## config.mk

```make
export PLATFORM = sky130hd
export DESIGN_NAME = rfile_host
export DESIGN_NICKNAME = d
export VERILOG_FILES = /design/src/rtl/rfile_host_pkg.sv /design/src/rtl/rfile_rec_loader.sv /design/src/rtl/rfile_host.sv
export SDC_FILE = /design/constraint.sdc
export NUM_CORES = 1
export LEC_CHECK = 0
export BUFFER_PORTS_ARGS = -buffer_cell sky130_fd_sc_hd__buf_2
export CORE_ASPECT_RATIO = 1.5
export CORE_MARGIN = 3
export CORE_UTILIZATION = 40
export DETAILED_ROUTE_END_ITERATION = 16
export GPL_TIMING_DRIVEN = 1
export PLACE_DENSITY_LB_ADDON = 0.12
export REMOVE_ABC_BUFFERS = 1
export SYNTH_ARGS = -nofsm -noshare
export SYNTH_HDL_FRONTEND = slang
export SYNTH_SLANG_ARGS = --single-unit
```

## constraint.sdc

```tcl
create_clock -name clk -period 2.1 [get_ports clk]
set_clock_uncertainty 0.15 [all_clocks]
set_input_delay 0.42 -clock clk [delete_from_list [all_inputs] [get_ports clk]]
set_output_delay 0.42 -clock clk [all_outputs]
set_load 0.01 [all_outputs]
```

## src/rtl/rfile_host_pkg.sv

```systemverilog
// Shared definitions for the RSSI-file host: FSM state encoding, record
// length and the byte position of every field inside a job record.
package rfile_host_pkg;

    typedef enum logic [2:0] {
        IDLE,
        LOAD,
        SYNC,
        RUN,
        RESP
    } state_t;

    localparam int unsigned RECORD_BYTES = 21;

    // Anchor coordinates, one byte each
    localparam logic [4:0] IDX_AX   = 5'd0;
    localparam logic [4:0] IDX_AY   = 5'd1;
    localparam logic [4:0] IDX_BX   = 5'd2;
    localparam logic [4:0] IDX_BY   = 5'd3;
    localparam logic [4:0] IDX_CX   = 5'd4;
    localparam logic [4:0] IDX_CY   = 5'd5;
    // RSSI words, 3 bytes MSB first (first byte contributes its low nibble)
    localparam logic [4:0] IDX_RA0  = 5'd6;
    localparam logic [4:0] IDX_RA1  = 5'd7;
    localparam logic [4:0] IDX_RA2  = 5'd8;
    localparam logic [4:0] IDX_RB0  = 5'd9;
    localparam logic [4:0] IDX_RB1  = 5'd10;
    localparam logic [4:0] IDX_RB2  = 5'd11;
    localparam logic [4:0] IDX_RC0  = 5'd12;
    localparam logic [4:0] IDX_RC1  = 5'd13;
    localparam logic [4:0] IDX_RC2  = 5'd14;
    // Calibration values, 2 bytes MSB first
    localparam logic [4:0] IDX_VA0  = 5'd15;
    localparam logic [4:0] IDX_VA1  = 5'd16;
    localparam logic [4:0] IDX_VB0  = 5'd17;
    localparam logic [4:0] IDX_VB1  = 5'd18;
    localparam logic [4:0] IDX_VC0  = 5'd19;
    localparam logic [4:0] IDX_VC1  = 5'd20;
    localparam logic [4:0] IDX_LAST = 5'(RECORD_BYTES - 1);

endpackage

```

## src/rtl/rfile_rec_loader.sv

```systemverilog
// Job record loader: counts accepted bytes and demultiplexes each one into
// the engine-facing field registers. Fields only change on an accepted byte.
// Ports:
//   clk, rst     - clock, asynchronous active-low reset
//   accept       - a record byte is transferred this cycle
//   data         - the record byte
//   last         - the byte being accepted is the final record byte
//   A_x .. C_y   - anchor coordinates
//   rssiA..C     - 20-bit RSSI words
//   valueA..C    - 16-bit calibration values
module rfile_rec_loader
    import rfile_host_pkg::*;
(
    input  logic        clk,
    input  logic        rst,
    input  logic        accept,
    input  logic [7:0]  data,
    output logic        last,
    output logic [7:0]  A_x,
    output logic [7:0]  A_y,
    output logic [7:0]  B_x,
    output logic [7:0]  B_y,
    output logic [7:0]  C_x,
    output logic [7:0]  C_y,
    output logic [19:0] rssiA,
    output logic [19:0] rssiB,
    output logic [19:0] rssiC,
    output logic [15:0] valueA,
    output logic [15:0] valueB,
    output logic [15:0] valueC
);

    logic [4:0] byte_cnt;

    assign last = accept && (byte_cnt == IDX_LAST);

    always_ff @(posedge clk or negedge rst) begin
        if (!rst) begin
            byte_cnt <= '0;
            A_x      <= '0;
            A_y      <= '0;
            B_x      <= '0;
            B_y      <= '0;
            C_x      <= '0;
            C_y      <= '0;
            rssiA    <= '0;
            rssiB    <= '0;
            rssiC    <= '0;
            valueA   <= '0;
            valueB   <= '0;
            valueC   <= '0;
        end else if (accept) begin
            // Wrap to 0 after the final byte so the next job starts clean
            byte_cnt <= last ? '0 : byte_cnt + 5'd1;
            case (byte_cnt)
                IDX_AX:  A_x            <= data;
                IDX_AY:  A_y            <= data;
                IDX_BX:  B_x            <= data;
                IDX_BY:  B_y            <= data;
                IDX_CX:  C_x            <= data;
                IDX_CY:  C_y            <= data;
                IDX_RA0: rssiA[19:16]   <= data[3:0];
                IDX_RA1: rssiA[15:8]    <= data;
                IDX_RA2: rssiA[7:0]     <= data;
                IDX_RB0: rssiB[19:16]   <= data[3:0];
                IDX_RB1: rssiB[15:8]    <= data;
                IDX_RB2: rssiB[7:0]     <= data;
                IDX_RC0: rssiC[19:16]   <= data[3:0];
                IDX_RC1: rssiC[15:8]    <= data;
                IDX_RC2: rssiC[7:0]     <= data;
                IDX_VA0: valueA[15:8]   <= data;
                IDX_VA1: valueA[7:0]    <= data;
                IDX_VB0: valueB[15:8]   <= data;
                IDX_VB1: valueB[7:0]    <= data;
                IDX_VC0: valueC[15:8]   <= data;
                IDX_VC1: valueC[7:0]    <= data;
                default: ;
            endcase
        end
    end

endmodule

```

## src/rtl/rfile_host.sv

```systemverilog
// Host for the localisation engine: loads a 21-byte job record, holds the
// engine inputs stable, discards the first (stale) engine pass, captures the
// next pass result or a timeout, and offers it on a valid/ready port.
// Ports:
//   clk, rst                - clock, asynchronous active-low reset
//   in_valid/in_ready/in_data - job record byte stream
//   A_x..C_y, rssiA..C, valueA..C - engine-facing record fields
//   eng_out_valid, eng_xt, eng_yt - engine end-of-pass pulse and result
//   res_valid/res_ready, res_xt, res_yt, res_timeout - result port
//   busy                    - high whenever the FSM is not IDLE
module rfile_host
    import rfile_host_pkg::*;
#(
    parameter int unsigned TIMEOUT = 127
) (
    input  logic        clk,
    input  logic        rst,
    input  logic        in_valid,
    output logic        in_ready,
    input  logic [7:0]  in_data,
    output logic [7:0]  A_x,
    output logic [7:0]  A_y,
    output logic [7:0]  B_x,
    output logic [7:0]  B_y,
    output logic [7:0]  C_x,
    output logic [7:0]  C_y,
    output logic [19:0] rssiA,
    output logic [19:0] rssiB,
    output logic [19:0] rssiC,
    output logic [15:0] valueA,
    output logic [15:0] valueB,
    output logic [15:0] valueC,
    input  logic        eng_out_valid,
    input  logic [7:0]  eng_xt,
    input  logic [7:0]  eng_yt,
    output logic        res_valid,
    input  logic        res_ready,
    output logic [7:0]  res_xt,
    output logic [7:0]  res_yt,
    output logic        res_timeout,
    output logic        busy
);

    localparam logic [7:0] TIMEOUT_W = 8'(TIMEOUT);

    state_t     state;
    logic [7:0] wait_cnt;
    logic [7:0] wait_nxt;
    logic       timed_out;
    logic       accept;
    logic       rec_last;

    // in_ready is a registered copy of (state is IDLE or LOAD)
    assign accept    = in_valid && in_ready;
    assign wait_nxt  = (wait_cnt == TIMEOUT_W) ? wait_cnt : wait_cnt + 8'd1;
    assign timed_out = (wait_nxt == TIMEOUT_W);

    rfile_rec_loader u_loader (
        .clk    (clk),
        .rst    (rst),
        .accept (accept),
        .data   (in_data),
        .last   (rec_last),
        .A_x    (A_x),
        .A_y    (A_y),
        .B_x    (B_x),
        .B_y    (B_y),
        .C_x    (C_x),
        .C_y    (C_y),
        .rssiA  (rssiA),
        .rssiB  (rssiB),
        .rssiC  (rssiC),
        .valueA (valueA),
        .valueB (valueB),
        .valueC (valueC)
    );

    always_ff @(posedge clk or negedge rst) begin
        if (!rst) begin
            state       <= IDLE;
            wait_cnt    <= '0;
            in_ready    <= 1'b1;
            busy        <= 1'b0;
            res_valid   <= 1'b0;
            res_xt      <= '0;
            res_yt      <= '0;
            res_timeout <= 1'b0;
        end else begin
            case (state)
                IDLE: begin
                    if (accept) begin
                        state <= LOAD;
                        busy  <= 1'b1;
                    end
                end
                LOAD: begin
                    if (rec_last) begin
                        state    <= SYNC;
                        in_ready <= 1'b0;
                        wait_cnt <= '0;
                    end
                end
                SYNC, RUN: begin
                    // Engine pulse takes priority over a coincident timeout
                    if (eng_out_valid) begin
                        if (state == SYNC) begin
                            state    <= RUN;
                            wait_cnt <= '0;
                        end else begin
                            state       <= RESP;
                            res_valid   <= 1'b1;
                            res_xt      <= eng_xt;
                            res_yt      <= eng_yt;
                            res_timeout <= 1'b0;
                        end
                    end else begin
                        wait_cnt <= wait_nxt;
                        if (timed_out) begin
                            state       <= RESP;
                            res_valid   <= 1'b1;
                            res_xt      <= '0;
                            res_yt      <= '0;
                            res_timeout <= 1'b1;
                        end
                    end
                end
                RESP: begin
                    if (res_ready) begin
                        state     <= IDLE;
                        res_valid <= 1'b0;
                        in_ready  <= 1'b1;
                        busy      <= 1'b0;
                    end
                end
                default: begin
                    state     <= IDLE;
                    res_valid <= 1'b0;
                    in_ready  <= 1'b1;
                    busy      <= 1'b0;
                end
            endcase
        end
    end

endmodule

```

Word level (Yosys, flattened, before mapping)
Cells that the tools add are included.
{ "totals": {"reg_bits": 192, "latch_bits": 0, "mem_bits_rw": 0, "mem_bits_ro": 0, "word_cells": 135, "mem_count": 0} }
{ "op_classes": {"n_addsub": 2, "mul": 0, "n_div": 0, "magnitude_cmp": 0, "eq_ne": 33, "shifts": 0, "mux": 30, "n_bitwise": 3, "reduce_logical": 37} }
{ "ops": {"columns": ["op", "count"], "rows": [
  ["8-bit 2-to-1 mux", 9],
  ["2-bit AND reduction", 21],
  ["5-bit by 4-bit == test with 1-bit output (second input constant)", 8],
  ["5-bit == test (second input constant)", 5],
  ["5-bit by 3-bit == test with 1-bit output (second input constant)", 4],
  ["3-bit 2-to-1 mux", 6],
  ["8-bit by 7-bit == test with 1-bit output (second input constant)", 2],
  ["8-bit case mux with 2 select lines", 1],
  ["3-bit case mux with 4 select lines", 1],
  ["3-bit AND reduction", 4],
  ["5-bit by 2-bit == test with 1-bit output (second input constant)", 2],
  ["1-bit 2-to-1 mux", 9],
  ["3-bit inequality test (second input constant)", 3],
  ["1-bit case mux with 3 select lines", 3],
  ["8-bit by 1-bit adder with 8-bit output (second input constant)", 1],
  ["4-bit AND reduction", 2],
  ["3-bit by 2-bit == test with 1-bit output (second input constant)", 2],
  ["3-bit OR reduction", 2],
  ["5-bit by 1-bit adder with 5-bit output (second input constant)", 1],
  ["5-bit by 1-bit == test with 1-bit output (second input constant)", 1],
  ["5-bit zero test", 1],
  ["5-bit 2-to-1 mux", 1],
  ["2-bit by 1-bit inequality test with 1-bit output (second input constant)", 2],
  ["2-bit inequality test (second input constant)", 2],
  ["other kinds (7)", 12]
]} }

Longest topological paths before layout
{ "depth": {"depth_word": 6, "mapped_depth": 8} }

Modules after synthesis
Synthesis repeated with hierarchy kept, for this count alone.
{ "hier_totals": {"hier_cells": 531, "area_unflattened_um2": 7812.5} }
{ "modules_own_cells": {"columns": ["module", "instances", "cells_per_inst", "area_each_um2"], "rows": [
  ["rfile_rec_loader", 1, 391, 6314.8],
  ["rfile_host", 1, 140, 1497.7]
]} }

Worst setup path before layout
No wires, ideal clock.
{ "synth_path": {"path_type": "register to register", "start": "register u_loader.byte_cnt[0]", "end": "register u_loader.valueC[4]", "t_arrival_ns": 1.704, "required_ns": 1.825, "slack_ns": 0.121, "stages_incl_launch_ff": 8, "period_less_slack_ns": 1.979, "cell_sequence": "dfrtp_1 -> inv_1 -> ha_1 -> and4b_1 -> clkbuf_1 -> and2_1 -> buf_4 -> mux2_2"} }
{ "synth_between": {"elab_chain_cells": 2} }
{ "synth_rtl": {"columns": ["item", "line_no", "source"], "rows": [
  ["start: declaration", "rfile_rec_loader.sv:33", "logic [4:0] byte_cnt;"],
  ["start signal: assignment", "rfile_rec_loader.sv:54", "byte_cnt <= last ? '0 : byte_cnt + 5'd1;"],
  ["5-bit == test", "rfile_rec_loader.sv:55", "case (byte_cnt)"],
  ["2-bit AND reduction (no source line)", null, null],
  ["end signal: assignment", "rfile_rec_loader.sv:76", "IDX_VC1: valueC[7:0] <= data;"],
  ["end: declaration", "rfile_rec_loader.sv:30", "output logic [15:0] valueC"]
]} }
No other way between the ends.
A chain may end at the register's enable or synchronous reset.

Worst setup path after layout
{ "layout_path": {"start": "register in_ready", "end": "register u_loader.rssiC[0]"} }
{ "layout_between": {"elab_chain_cells": 2} }
{ "layout_rtl": {"columns": ["item", "line_no", "source"], "rows": [
  ["start: declaration", "rfile_host.sv:19", "output logic in_ready,"],
  ["start signal: assignment", "rfile_host.sv:82", "in_ready <= 1'b1;"],
  ["start signal: assignment", "rfile_host.sv:99", "in_ready <= 1'b0;"],
  ["start signal: assignment", "rfile_host.sv:131", "in_ready <= 1'b1;"],
  ["1-bit logical AND", "rfile_host.sv:54", "assign accept = in_valid && in_ready;"],
  ["2-bit AND reduction (no source line)", null, null],
  ["end signal: assignment", "rfile_rec_loader.sv:70", "IDX_RC2: rssiC[7:0] <= data;"],
  ["end: declaration", "rfile_rec_loader.sv:27", "output logic [19:0] rssiC,"]
]} }
No other way between the ends.

==> results_dict.tcl <==
set metrics [dict create \
    status "complete, no violations" \
    swShare_pct 21.3 \
    p_int_mw 5.55 \
    top_usage_layer "met2" \
    met1_usage_pct 23.9 \
    clk_pin_slew_worst_paths_ns 0.06 \
    antenna_found_initial 1 \
    final_nets 868 \
    hold_depth 4 \
    fmax_mhz 498 \
    netlist-cell-type-count 50 \
    syn_avg_cell_area_um2 13.3 \
    cp-start-kind "register" \
    worstPathRequired_ns 2.26 \
    synth_ff_type "dfrtp_1" \
    synth_cells 621 \
    ir_drop_v 0.000489 \
    rsz0062_at_grt "false" \
    dieWidth_um 124 \
    wire_per_inst_um 20.6 \
    hold_class "primary input to register" \
    fin_crit_sh_pct 95.7 \
    ys_warn_count 0 \
    p_clk_share_pct 44.6 \
    avgViaCountPerCell 5.41 \
    nFillCells 1763 \
    final_cell_mix "buf_2, dfrtp_1, mux2_2" \
    grt_util_met2_pct 36.5 \
    r2r_slack_ns 0.09 \
    drive_gt1_share_pct 52.5 \
    clkSinkCount 192 \
    reg2reg_to "u_loader.rssiC[0]$_DFFE_PN0P_" \
    use_met3_pct 5.30 \
    layout_commonest_cell "buf_2" \
    combPwrFrac_pct 3.0 \
    grt_pass1_wl_mm 35.6 \
    post_cts_buffers 0 \
    hold_end "busy$_DFFE_PN0P_" \
    numCtsBuffers 17 \
    grt_util_all_layers_pct 20.7 \
    core_mm2 0.0201 \
    multiInputGateArea_mm2 0.00323 \
    grt_max_degree 47 \
    reg2reg_depth 4 \
    htreeDepth 4 \
    place_ws_ns 0.0571 \
    grt_pass1_vias 6251 \
    endpoint_kind "register" \
    worstPathMaxFanout 8 \
    power.density_mw_per_mm2 683 \
    p_total_mw 7.05 \
    finalNonFillerCells 1105 \
    cts_tree "yes" \
    dieArea_mm2 0.0225 \
    regArea_mm2 0.00481 \
    grt.overflow.total 0 \
    slew_viol_final 0 \
    wl_mm 22.8 \
    area_growth_pct 24.6 \
    final-hold-violation-count 0 \
    drt_iter0_markers 268 \
    io_buffers 204 \
    drtPass1Iterations 4 \
    dp_hpwl_mm 16.1 \
    dp_cells 1073 \
    leakage_nw 5.67 \
    setup_slack_ns 0.0911 \
    drc_errors 0 \
    cts_max_path_buffers 2 \
    clock-root-buffer "clkbuf_16" \
    power_frac_seq_pct 52.4 \
    setup_viol 0 \
    initial_core_util_pct 41.2 \
    period_minus_slack_ns 2.01 \
    dieHeight_um 182 \
    vias 5977 \
    worstPathArrival_ns 2.17 \
    max-slew-margin-rel_pct 59.6 \
    netlist_area_mm2 0.00829 \
    synth-seq-area-share_pct 58.0 \
    clk_latency_ns 0.43 \
    io_pins 205 \
    worstSetupPathType "register to register" \
    r2r-start "in_ready$_DFFE_PN1P_" \
    holdCritStartpoint "res_ready" \
    maxCapViolCount 0 \
    synth-seq-cells 192 \
    row_count 63 \
    async_flop_share_pct 100 \
    gp_congestion 0.792 \
    p_sw_mw 1.51 \
    ant_nets 0 \
    worstMarginPinSlew_ns 0.606 \
    n_antenna_cell 0 \
    synth_edf_count 0 \
]
worst max-delay path: stages (launching register included):
cell and delay (ns):
dfstp_2 0.57, and3b_1 0.26, nand2_1 0.15, nor2_2 0.38
mux2_2 0.39
synth_stat cells (all sizes together), types with 3 or more instances:
cell type	count	share of area, %
dfrtp	191	58
mux2	156	21
nor2	33	1.9
a21oi	29	1.8
buf	23	1.8
a31oi	22	1.7
nand2	21	1.1
and3b	19	2.0
clkbuf	19	0.86
a221o	16	1.9
nand3	10	0.60
o21ai	10	0.60
inv	9	0.41
ha	6	0.91
nand4	5	0.38
o211ai	5	0.45
and2	4	0.30
nand2b	4	0.30
nor3	4	0.30
and3	3	0.23
and4b	3	0.36
cells by family (layout without fill, tap and decap cells):
| kind of cell | Yosys count | count (layout) | share of synthesized area [%] |
|---|---|---|---|
| flip-flops | 192 | 192 | 58.0 |
| multiplexers | 157 | 157 | 21.3 |
| AND/OR/NAND/NOR | 116 | 116 | 8.46 |
| AO/OA/AOI/OAI | 96 | 96 | 8.02 |
| buffers and inverters | 52 | 276 | 3.10 |
| adder cells (fa/ha/maj) | 6 | 6 | 0.906 |
| XOR/XNOR | 2 | 2 | 0.211 |
final cells by class:
type,instances,share of cell area (%)
Clock buffer,21,4.46
Clock inverter,10,1.09
Inverter,10,0.364
Multi-Input combinational cell,377,31.3
Sequential cell,192,46.6
Tap cell,260,3.15
Timing Repair Buffer,235,13.0
power groups by stage:
stage	sequential, mW	combinational (mW)	clock, mW
finish	3.70	0.208	3.15
CTS	3.70	0.217	3.24
global route	3.69	0.234	3.37
global placement	3.77	0.208	0
detailed placement	3.77	0.215	0
floorplan	3.77	0.00978	0
how the worst max path moves through the flow:
stage | start | end | slack [ns] | depth (start not counted)
5_1_grt | in_ready$_DFFE_PN1P_ | u_loader.rssiC[0]$_DFFE_PN0P_ | 0.003 | 4
2_1_floorplan | wait_cnt[0]$_DFFE_PN0P_ | state[2]$_DFFE_PN0P_ | -0.38 | 5
3_3_place_gp | wait_cnt[1]$_DFFE_PN0P_ | state[2]$_DFFE_PN0P_ | 0.08 | 6
4_1_cts | wait_cnt[1]$_DFFE_PN0P_ | state[2]$_DFFE_PN0P_ | 0.03 | 6
3_5_place_dp | wait_cnt[0]$_DFFE_PN0P_ | state[2]$_DFFE_PN0P_ | 0.06 | 6
6_report | in_ready$_DFFE_PN1P_ | u_loader.rssiC[0]$_DFFE_PN0P_ | 0.09 | 4
through the flow:
stage | hold WS (ns) | setup TNS, ns | instance area, µm² | util (%)
2_1_floorplan | -0.0256 | -6.43 | 8070 | -
3_3_place_gp | 0.253 | 0 | 9720 | 48.4
3_5_place_dp | 0.252 | 0 | 9720 | 48.4
4_1_cts | 0.205 | 0 | 10300 | 51.3
5_1_grt | 0.244 | 0 | 10300 | 51.3
6_report | 0.226 | 0 | 10300 | 51.3
sequential cells by signal, indices dropped and copies added (netlist names), 3 cells and up:
signal             flops
wait_cnt               8
u_loader.valueC       16
u_loader.rssiA        20
u_loader.byte_cnt      5
u_loader.rssiB        20
res_yt                 8
u_loader.valueB       16
state                  3
u_loader.rssiC        20
u_loader.C_x           8
u_loader.A_y           8
u_loader.valueA       16
u_loader.C_y           8
res_xt                 8
u_loader.B_x           8
u_loader.A_x           8
u_loader.B_y           8
metal layers:
layer | vias to the layer above | share of wire, %
met1 | 3072 | 38
met5 | - | 0.031
met2 | 190 | 53
met3 | 37 | 5.9
met4 | 2 | 2.5
li1 | 2676 | -
what timing repair did:
item	CTS	global route
resized for setup	0	5
hold buffers	1	0
endpoints found under the setup margin	0	32
endpoints found under the hold margin	39	0
No activity file was read; power rests on OpenSTA's default activity.
